===== src/rtl/bcd_pkg.sv =====
// Shared types and elaboration helpers for the sequential binary-to-BCD converter.
package bcd_pkg;

    typedef enum logic [1:0] {IDLE, SHIFT, DONE} state_e;

    localparam int unsigned BCD_DIGIT_W = 4;

    function automatic int unsigned clog2(input int unsigned v);
        return (v <= 1) ? 1 : $clog2(v);
    endfunction

    // Digits needed to show 2^bin_w - 1 without overflow.
    function automatic int unsigned min_digits(input int unsigned bin_w);
        longint unsigned maxv;
        int unsigned     d;
        maxv = (64'd1 << bin_w) - 64'd1;
        d    = 1;
        for (int i = 0; i < 20; i++) begin
            if (maxv >= 64'd10) begin
                maxv = maxv / 64'd10;
                d    = d + 1;
            end
        end
        return d;
    endfunction

endpackage


===== src/rtl/bcd_digit_adj.sv =====
// Single shift-and-add-3 correction: adds 3 to a BCD digit that is 5 or more.
module bcd_digit_adj
    import bcd_pkg::*;
(
    input  logic [BCD_DIGIT_W-1:0] din,
    output logic [BCD_DIGIT_W-1:0] dout
);

    always_comb begin
        dout = din;
        if (din >= 4'd5) begin
            dout = din + 4'd3;
        end
    end

endmodule


===== src/rtl/bcd_seq_conv.sv =====
// Multi-cycle binary-to-BCD converter, one shift-and-add-3 step per clock, with
// optional sign-magnitude input, sticky overflow and a start/ready/done handshake.
module bcd_seq_conv
    import bcd_pkg::*;
#(
    parameter int unsigned BIN_W     = 12,
    parameter int unsigned DIGITS    = 4,
    parameter bit          SIGNED_EN = 1'b0
) (
    input  logic                          clk,
    input  logic                          rst_n,
    input  logic                          start,
    input  logic [BIN_W-1:0]              binary,
    output logic                          ready,
    output logic                          busy,
    output logic                          done,
    output logic [BCD_DIGIT_W*DIGITS-1:0] bcd,
    output logic                          sign,
    output logic                          overflow
);

    localparam int unsigned BCD_W = BCD_DIGIT_W * DIGITS;
    localparam int unsigned CNT_W = clog2(BIN_W + 1);

    state_e             state_q, state_d;
    logic [CNT_W-1:0]   cnt_q, cnt_d;
    logic [BCD_W-1:0]   dig_q, dig_d, dig_adj;
    logic [BIN_W-1:0]   mag_q, mag_d;
    logic               acc_q, acc_d;
    logic               neg_q, neg_d;
    logic [BCD_W-1:0]   bcd_q, bcd_d;
    logic               sign_q, sign_d;
    logic               ovf_q, ovf_d;

    logic               op_neg;
    logic [BIN_W-1:0]   op_mag;
    logic [BCD_W+BIN_W:0] stepped;
    logic               last_step;

    for (genvar k = 0; k < DIGITS; k++) begin : g_adj
        bcd_digit_adj u_adj (
            .din  (dig_q[BCD_DIGIT_W*k +: BCD_DIGIT_W]),
            .dout (dig_adj[BCD_DIGIT_W*k +: BCD_DIGIT_W])
        );
    end

    // Negating the most-negative value wraps to 2^(BIN_W-1), which is the correct magnitude.
    assign op_neg    = SIGNED_EN && binary[BIN_W-1];
    assign op_mag    = op_neg ? (~binary + 1'b1) : binary;
    // Top bit of stepped is whatever falls out of the most significant digit.
    assign stepped   = {dig_adj, mag_q, 1'b0};
    assign last_step = (cnt_q == CNT_W'(BIN_W - 1));

    always_comb begin
        state_d = state_q;
        cnt_d   = cnt_q;
        dig_d   = dig_q;
        mag_d   = mag_q;
        acc_d   = acc_q;
        neg_d   = neg_q;
        bcd_d   = bcd_q;
        sign_d  = sign_q;
        ovf_d   = ovf_q;
        unique case (state_q)
            IDLE, DONE: begin
                state_d = (state_q == DONE) ? IDLE : state_q;
                if (start) begin
                    state_d = SHIFT;
                    cnt_d   = '0;
                    dig_d   = '0;
                    mag_d   = op_mag;
                    acc_d   = 1'b0;
                    neg_d   = op_neg;
                end
            end
            SHIFT: begin
                dig_d = stepped[BCD_W+BIN_W-1:BIN_W];
                mag_d = stepped[BIN_W-1:0];
                acc_d = acc_q | stepped[BCD_W+BIN_W];
                cnt_d = cnt_q + 1'b1;
                if (last_step) begin
                    state_d = DONE;
                    bcd_d   = stepped[BCD_W+BIN_W-1:BIN_W];
                    sign_d  = neg_q;
                    ovf_d   = acc_q | stepped[BCD_W+BIN_W];
                end
            end
            default: state_d = IDLE;
        endcase
    end

    always_ff @(posedge clk or negedge rst_n) begin
        if (!rst_n) begin
            state_q <= IDLE;
            cnt_q   <= '0;
            dig_q   <= '0;
            mag_q   <= '0;
            acc_q   <= 1'b0;
            neg_q   <= 1'b0;
            bcd_q   <= '0;
            sign_q  <= 1'b0;
            ovf_q   <= 1'b0;
        end else begin
            state_q <= state_d;
            cnt_q   <= cnt_d;
            dig_q   <= dig_d;
            mag_q   <= mag_d;
            acc_q   <= acc_d;
            neg_q   <= neg_d;
            bcd_q   <= bcd_d;
            sign_q  <= sign_d;
            ovf_q   <= ovf_d;
        end
    end

    assign ready    = (state_q == IDLE) || (state_q == DONE);
    assign busy     = (state_q == SHIFT);
    assign done     = (state_q == DONE);
    assign bcd      = bcd_q;
    assign sign     = sign_q;
    assign overflow = ovf_q;

endmodule


===== config.mk =====
export PLATFORM = sky130hd
export DESIGN_NAME = bcd_seq_conv
export DESIGN_NICKNAME = d
export VERILOG_FILES = /design/src/rtl/bcd_pkg.sv /design/src/rtl/bcd_digit_adj.sv /design/src/rtl/bcd_seq_conv.sv
export SDC_FILE = /design/constraint.sdc
export NUM_CORES = 1
export LEC_CHECK = 0
export BUFFER_PORTS_ARGS = -buffer_cell sky130_fd_sc_hd__buf_2
export CORE_AREA = 2 2 73 75
export DETAILED_ROUTE_END_ITERATION = 16
export DIE_AREA = 0 0 75 77
export PLACE_DENSITY = 0.81
export SLEW_MARGIN = 20
export SYNTH_ARGS = -nofsm -noshare
export SYNTH_HDL_FRONTEND = slang
export SYNTH_SLANG_ARGS = --single-unit

===== constraint.sdc =====
create_clock -name clk -period 1.9 [get_ports clk]
set_clock_uncertainty 0.15 [all_clocks]
set_input_delay 0.285 -clock clk [delete_from_list [all_inputs] [get_ports clk]]
set_output_delay 0.285 -clock clk [all_outputs]
set_load 0.005 [all_outputs]

==> summary.txt, run 1 <==
Worst setup path
  • Crit Path Category: reg2reg
  • Crit-path cells: inv_1 > ha_1 > nand2b_1 > a21oi_2 > mux2i_1 > mux2_2
  • CP max stage delay: between 0.4 and 0.5 ns
  • Slowest-stage cell, CP: dfrtp_1
  • Critical Path End Type: register
  • Worst-path fanout max: 5
  • CP startpoint kind: register
  • Data arrival, critical path: 1.81 ns
  • Required time of the worst setup path: approximately 1.9 ns

Cells and area
  • # nets final: 290
  • Ratio of cells with drive above 1 in the final layout: 0.229
  • Final core utilization: 0.559
  • Fill count: roughly 450
  • Reg area: between 1000 and 1500 sq um
  • Commonest non-fill, non-tap cell in the layout: dfrtp_1
  • Most frequent cells in the layout: dfrtp_1, buf_2, nand2_1
  • Footprint of the multi-input gates: 1010 sq um
  • Synth-to-layout area growth: 14.7%
  • Ant. Diodes: 0

Pwr
  • Flop pwr share: 0.423
  • Clock share of power: 0.141
  • NetSw: approximately 1.8 mW
  • PwrDens: 1710 nW/um^2
  • Switching part of the total: 0.382
  • Leak Pwr: between 1 and 1.5 nW
  • Logic pwr share: 0.436
  • Worst vdd ir: 0.850 mV
  • Internal Pwr Total: 2.93 mW

Die
  • FP Rows: 26
  • Die X-Extent: roughly 75 microns
  • Die height: slightly below 80 microns
  • Area of the die: roughly 5800 sq um
  • I/O pins: 36
  • Core Region: 4980 sq um
  • Initial Utilization: 0.487

Clock tree
  • CTS tree: yes
  • Clk Latency, worst-skew pair: about 0.3 ns
  • Clk slew on worst S/H paths: around 0.080 ns
  • Inserted Clock Buffers: 5
  • Htree depth: 2
  • CTS root buf: clkbuf_8
  • CTS max path bufs: 2
  • CTS sink count: 52

GRT
  • Pin count of the biggest net entering global routing: 30
  • Number of antenna violations at the first check in global routing: 0
  • Remaining Overflow, GRT: 0
  • Vias in the first global route: between 1,500 and 2,000
  • First-pass GRT wire length: about 8.1 mm
  • Total GRT Usage: 0.181

STA
  • Final number of setup-violating endpoints: 0
  • Setup TNS Final: 0 ns
  • Slew margin rel.: 0.648
  • Slew Viols, Final: 0
  • Max Clk Rate: 565 MHz
  • Final Hold Vio Count: 0
  • Min cycle time layout: about 1.8 ns
  • Final period util: 0.932
  • Slew @ Worst Pin: about 0.53 ns
  • Unrepaired setup endpoints after global routing: false

Drt
  • Routed len/inst: between 10 and 15 microns
  • DRT iter0 DRCs: 58
  • WL met3: about 180 microns
  • DRT Wirelength: between 4 and 5 mm
  • Vias per cell: roughly 5.2
  • Met2 wire len: 2.25 mm
  • Highest routed layer: met4
  • M1 wire length: between 2 and 2.5 mm
  • Pre-Repair DR Iteration Count: 4
  • Routed via count: roughly 1,800
  • Post-route DRC: 0
  • Detail Route Antenna Nets: 0

Yosys
  • Yosys Warn Count: 0
  • Post-synth net total: 253
  • Post-synthesis cell count: 229
  • Synthesized cell area: about 2400 sq um
  • Yosys reg bits: 52
  • Synth Area per Inst: around 11 sq um
  • Register area share after synthesis: 0.537
  • Synth cell types: 29

Run status
  • Status: finished clean

Job
  • MaxCap Viol Count: 0

Worst hold path
  • Hold WC Path Type: in2reg

Placed design
  • RD Place Congestion: just under 0.8
  • Post-DP HPWL: 3.17 mm
  • I/O Buffers: 34
-- metal layers --
layer	track usage	up-vias
met2	0.297	34
met4	0.0696	0
met3	0.0420	6
li1	-	863
met5	0	-
met1	0.227	859
-- through the flow --
step	hold slack, ns	cells	area, sq um	total power [mW]	worst slack [ns]
floorplan	-0.161	229	2420	3.46	0.177
global placement	0.154	328	2670	3.97	0.156
detailed placement	0.155	328	2670	4.08	0.127
CTS	0.0330	336	2770	4.77	0.104
global route	0.0380	336	2780	5.17	0.00174
finish	0.0391	336	2780	4.74	0.130
-- state kept, by name, summed over array words and instances, names as in the netlist --
signal,cells
bcd,16
dig_q,16
mag_q,12
state_q,2
overflow,1
cnt_q,4
acc_q,1
-- synthesized netlist by cell type (all sizes together) --
| master | count | share of area |
|---|---|---|
| nand2b | 5 | 0.013 |
| a22o | 11 | 0.040 |
| mux2i | 4 | 0.017 |
| nand2 | 31 | 0.048 |
| and3b | 1 | 0.0036 |
| buf | 10 | 0.030 |
| and2 | 1 | 0.0036 |
| dfrtp | 52 | 0.54 |
| mux2 | 9 | 0.046 |
| nor3b | 8 | 0.025 |
| nand3 | 6 | 0.012 |
| o21ai | 14 | 0.029 |
| xnor2 | 5 | 0.018 |
| nor2b | 2 | 0.0052 |
| nor3 | 4 | 0.0083 |
| ha | 9 | 0.046 |
| nor2 | 10 | 0.015 |
| nand4 | 1 | 0.0026 |
| a31oi | 1 | 0.0026 |
| o22ai | 1 | 0.0026 |
| conb | 1 | 0.0015 |
| a21oi | 19 | 0.039 |
| inv | 11 | 0.017 |
| clkbuf | 2 | 0.0031 |
| a22oi | 11 | 0.034 |
-- power groups by stage --
| stage | logic [mW] | registers, mW | clock network (mW) |
|---|---|---|---|
| 3_3_place_gp | 1.98 | 1.99 | 0 |
| 4_1_cts | 2.08 | 2.00 | 0.689 |
| 3_5_place_dp | 2.06 | 2.02 | 0 |
| 2_1_floorplan | 1.52 | 1.95 | 0 |
| 6_report | 2.07 | 2.01 | 0.668 |
| 5_1_grt | 2.36 | 2.08 | 0.731 |
-- cell families after synthesis --
family,count (synthesis),synth area share
AO/OA/AOI/OAI,57,0.147
XOR/XNOR,5,0.0181
adder cells (fa/ha/maj),9,0.0464
buffers and inverters,23,0.0506
flip-flops,52,0.537
multiplexers,13,0.0629
other,1,0.00155
AND/OR/NAND/NOR,69,0.137
-- cell type report --
| type | instances | area share |
|---|---|---|
| clock buffers | 7 | 0.0347 |
| repair buffers | 42 | 0.0882 |
| multi-input cells | 154 | 0.363 |
| inverters | 11 | 0.0149 |
| well taps | 70 | 0.0315 |
| flip-flops and latches | 52 | 0.468 |
-- worst max-delay path, delay by kind of cell (launching register included) --
kind | cells | cell delay, ns
adder cells (fa/ha/maj) | 1 | 0.23
AO/OA/AOI/OAI | 1 | 0.24
AND/OR/NAND/NOR | 1 | 0.12
buffers and inverters | 1 | 0.08
multiplexers | 2 | 0.40
flip-flops | 1 | 0.44
-- what timing repair did --
item	in CTS	in global routing
resized for setup	0	2
buffers inserted	0	0
setup endpoints to repair	0	6
hold endpoints to repair	20	0
hold buffers	1	0
-- worst paths after layout --
| kind | from | end | slack (ns) | cells after the start |
|---|---|---|---|---|
| setup / recovery | dig_q[0]$_DFFE_PN0P_ | bcd[2]$_DFFE_PN0P_ | 0.13 | 6 |
| hold / removal | binary[5] | mag_q[5]$_DFFE_PN0P_ | 0.04 | 3 |
| setup reg to reg | dig_q[0]$_DFFE_PN0P_ | bcd[2]$_DFFE_PN0P_ | 0.13 | 6 |
| hold reg to reg | mag_q[5]$_DFFE_PN0P_ | mag_q[5]$_DFFE_PN0P_ | 0.33 | 2 |
| max in group asynchronous | rst_n | bcd[13]$_DFFE_PN0P_ | 0.75 | 3 |
| min in group asynchronous | rst_n | dig_q[15]$_DFFE_PN0P_ | 0.33 | 2 |
(Power assumes the default switching activity.)
==> run 2, diff against run 1 <==
==> constraint.sdc (replaced) <==
create_clock -name clk -period 1.9 [get_ports clk]
set_clock_uncertainty 0.15 [all_clocks]
set_input_delay 0.38 -clock clk [delete_from_list [all_inputs] [get_ports clk]]
set_output_delay 0.38 -clock clk [all_outputs]
set_load 0.005 [all_outputs]
==> summary.txt, run 2 (synthesis gave the netlist of run 1 again) <==
GRT
  • Total GRT Usage: 0.182
  • Pin count of the biggest net entering global routing: 45
  • Number of antenna violations at the first check in global routing: 0
  • Vias in the first global route: approximately 1,800
  • First-pass GRT wire length: ~8.2 mm
  • Remaining Overflow, GRT: 0

Drt
  • Vias per cell: between 5 and 6
  • Post-route DRC: 0
  • DRT Wirelength: ~4.7 mm
  • Routed len/inst: roughly 14 microns
  • Routed via count: 1,790
  • Detail Route Antenna Nets: 0
  • DRT iter0 DRCs: 86
  • Pre-Repair DR Iteration Count: 4

Pwr
  • Logic pwr share: 0.435
  • Worst vdd ir: 0.789 mV
  • Leak Pwr: 1.37 nW
  • Flop pwr share: 0.410
  • Clock share of power: 0.154
  • Internal Pwr Total: 3.01 mW
  • PwrDens: about 1700 nW/um^2
  • NetSw: approximately 1.9 mW
  • Switching part of the total: 0.383

Cells and area
  • Synth-to-layout area growth: 15.6%
  • Commonest non-fill, non-tap cell in the layout: dfrtp_1
  • Ratio of cells with drive above 1 in the final layout: 0.240
  • Ant. Diodes: 0
  • Most frequent cells in the layout: dfrtp_1, buf_2, nand2_1
  • # nets final: slightly below 300

STA
  • Final Hold Vio Count: 0
  • Hold_ws: ~0.13 ns
  • Setup TNS Final: 0 ns
  • Final number of setup-violating endpoints: 0
  • PnR worst setup slack: 0.138 ns
  • Final period util: 0.928
  • Min cycle time layout: roughly 1.8 ns
  • Slew Viols, Final: 0
  • Max Clk Rate: ~570 MHz

Worst setup path
  • Data arrival, critical path: 1.81 ns
  • Required time of the worst setup path: about 1.9 ns
  • Slowest-stage cell, CP: dfrtp_1
  • Buf/Inv on CP: 1
  • CP startpoint kind: register
  • Crit path launch: dig_q[0]$_DFFE_PN0P_
  • Worst-path fanout max: 5
  • R2R Setup Slk: 0.14 ns
  • Register-to-Register Path Depth: 6
  • Critical Path End Type: register
  • Crit Path Category: reg2reg
  • Worst r2r dst: bcd[2]$_DFFE_PN0P_
  • Worst reg2reg startpoint: dig_q[0]$_DFFE_PN0P_
  • Critical Path Sink: bcd[2]$_DFFE_PN0P_
  • Crit path depth: 6
  • CP max stage delay: approximately 0.44 ns
  • Crit path max-delay family: flip-flops
  • Crit-path cells: inv_1 > ha_1 > nand2b_1 > a21oi_2 > mux2i_1 > mux2_2

Clock tree
  • Clk Latency, worst-skew pair: ~0.31 ns
  • CTS sink count: 52
  • Clk slew on worst S/H paths: 0.09 ns
  • Htree depth: 2
  • Inserted Clock Buffers: 5
  • Postcts setup bufs: 0
  • CTS root buf: clkbuf_8
  • CTS max path bufs: 2
  • CTS tree: yes

Die
  • Core Region: roughly 5000 sq um
  • Area of the die: around 5800 sq um
  • I/O pins: 36
  • Die X-Extent: approximately 75 microns
  • Die height: 77 microns
  • FP Rows: 26
  • Initial Utilization: 0.487

Placed design
  • Post-DP HPWL: 3.14 mm
  • I/O Buffers: 34
  • DP Worst Slack: about 0.12 ns
  • RD Place Congestion: 0.784

Worst hold path
  • Hold WC Path Type: in2reg

Run status
  • Status: finished clean

Job
  • MaxCap Viol Count: 0
==> run 2: changes by cell type in the layout (fill, tap and decap cells not counted) <==
cell / delta
a21oi_2: +2
a21oi_1: -2
clkinvlp_4: +1
clkinv_2: +1
bufinv_16: +1
clkbuf_8: -2
==> run 2: power by group through the flow <==
stage | Sequential [mW] | Combinational (mW) | Clock, mW
floorplan | 1.95 | 1.52 | 0
global placement | 1.99 | 1.99 | 0
detailed placement | 2.01 | 2.08 | 0
CTS | 1.99 | 2.11 | 0.783
global route | 2.09 | 2.41 | 0.820
finish | 2.01 | 2.13 | 0.754
==> run 2: layout make-up <==
class	instances	area, sq um
Clock buffer	5	68.8
Clock inverter	3	42.5
Fill cell	465	2170
Inverter	11	41.3
Multi-Input combinational cell	154	1020
Sequential cell	52	1300
Tap cell	70	87.6
Timing Repair Buffer	42	245
==> run 2: how the worst min path moves through the flow <==
stage               startpoint                    end  slack, ns  depth (start not counted)
finish               binary[1]   mag_q[1]$_DFFE_PN0P_       0.13                          3
global route        binary[11]  mag_q[11]$_DFFE_PN0P_       0.13                          3
CTS                  binary[1]   mag_q[1]$_DFFE_PN0P_       0.12                          3
detailed placement       rst_n    bcd[15]$_DFFE_PN0P_       0.10                          1
global placement         rst_n    bcd[15]$_DFFE_PN0P_       0.10                          1
floorplan                rst_n      acc_q$_DFFE_PN0P_      -0.07                          0
==> run 2: timing repair <==
item                                    CTS  global route
endpoints found under the hold margin     8             0
endpoints found under the setup margin    0            12
hold buffers                              1             0
gates resized for setup                   0             4
==> run 2: metal layers <==
metal  wire length [microns]  track usage  part of all wire  vias up
li1                        -            -                 -      860
met1                    2160        0.231              0.46      876
met2                    2300        0.290              0.49       43
met5                       0            0                 0        -
met3                     168       0.0381             0.035       11
met4                     110       0.0875             0.023        0
==> run 2: worst min-delay path: cells and delay by family <==
kind	cells	cell delay, ns
simple gates	1	0.05
compound gates	1	0.05
buf+inv	1	0.08
==> run 2: through the flow <==
| stage | power, mW | instances | instance area [sq um] | util |
|---|---|---|---|---|
| 2_1_floorplan | 3.46 | 229 | 2420 | - |
| 3_3_place_gp | 3.98 | 328 | 2670 | 0.536 |
| 3_5_place_dp | 4.09 | 328 | 2670 | 0.536 |
| 4_1_cts | 4.89 | 337 | 2790 | 0.560 |
| 5_1_grt | 5.32 | 337 | 2800 | 0.563 |
| 6_report | 4.89 | 337 | 2800 | 0.563 |
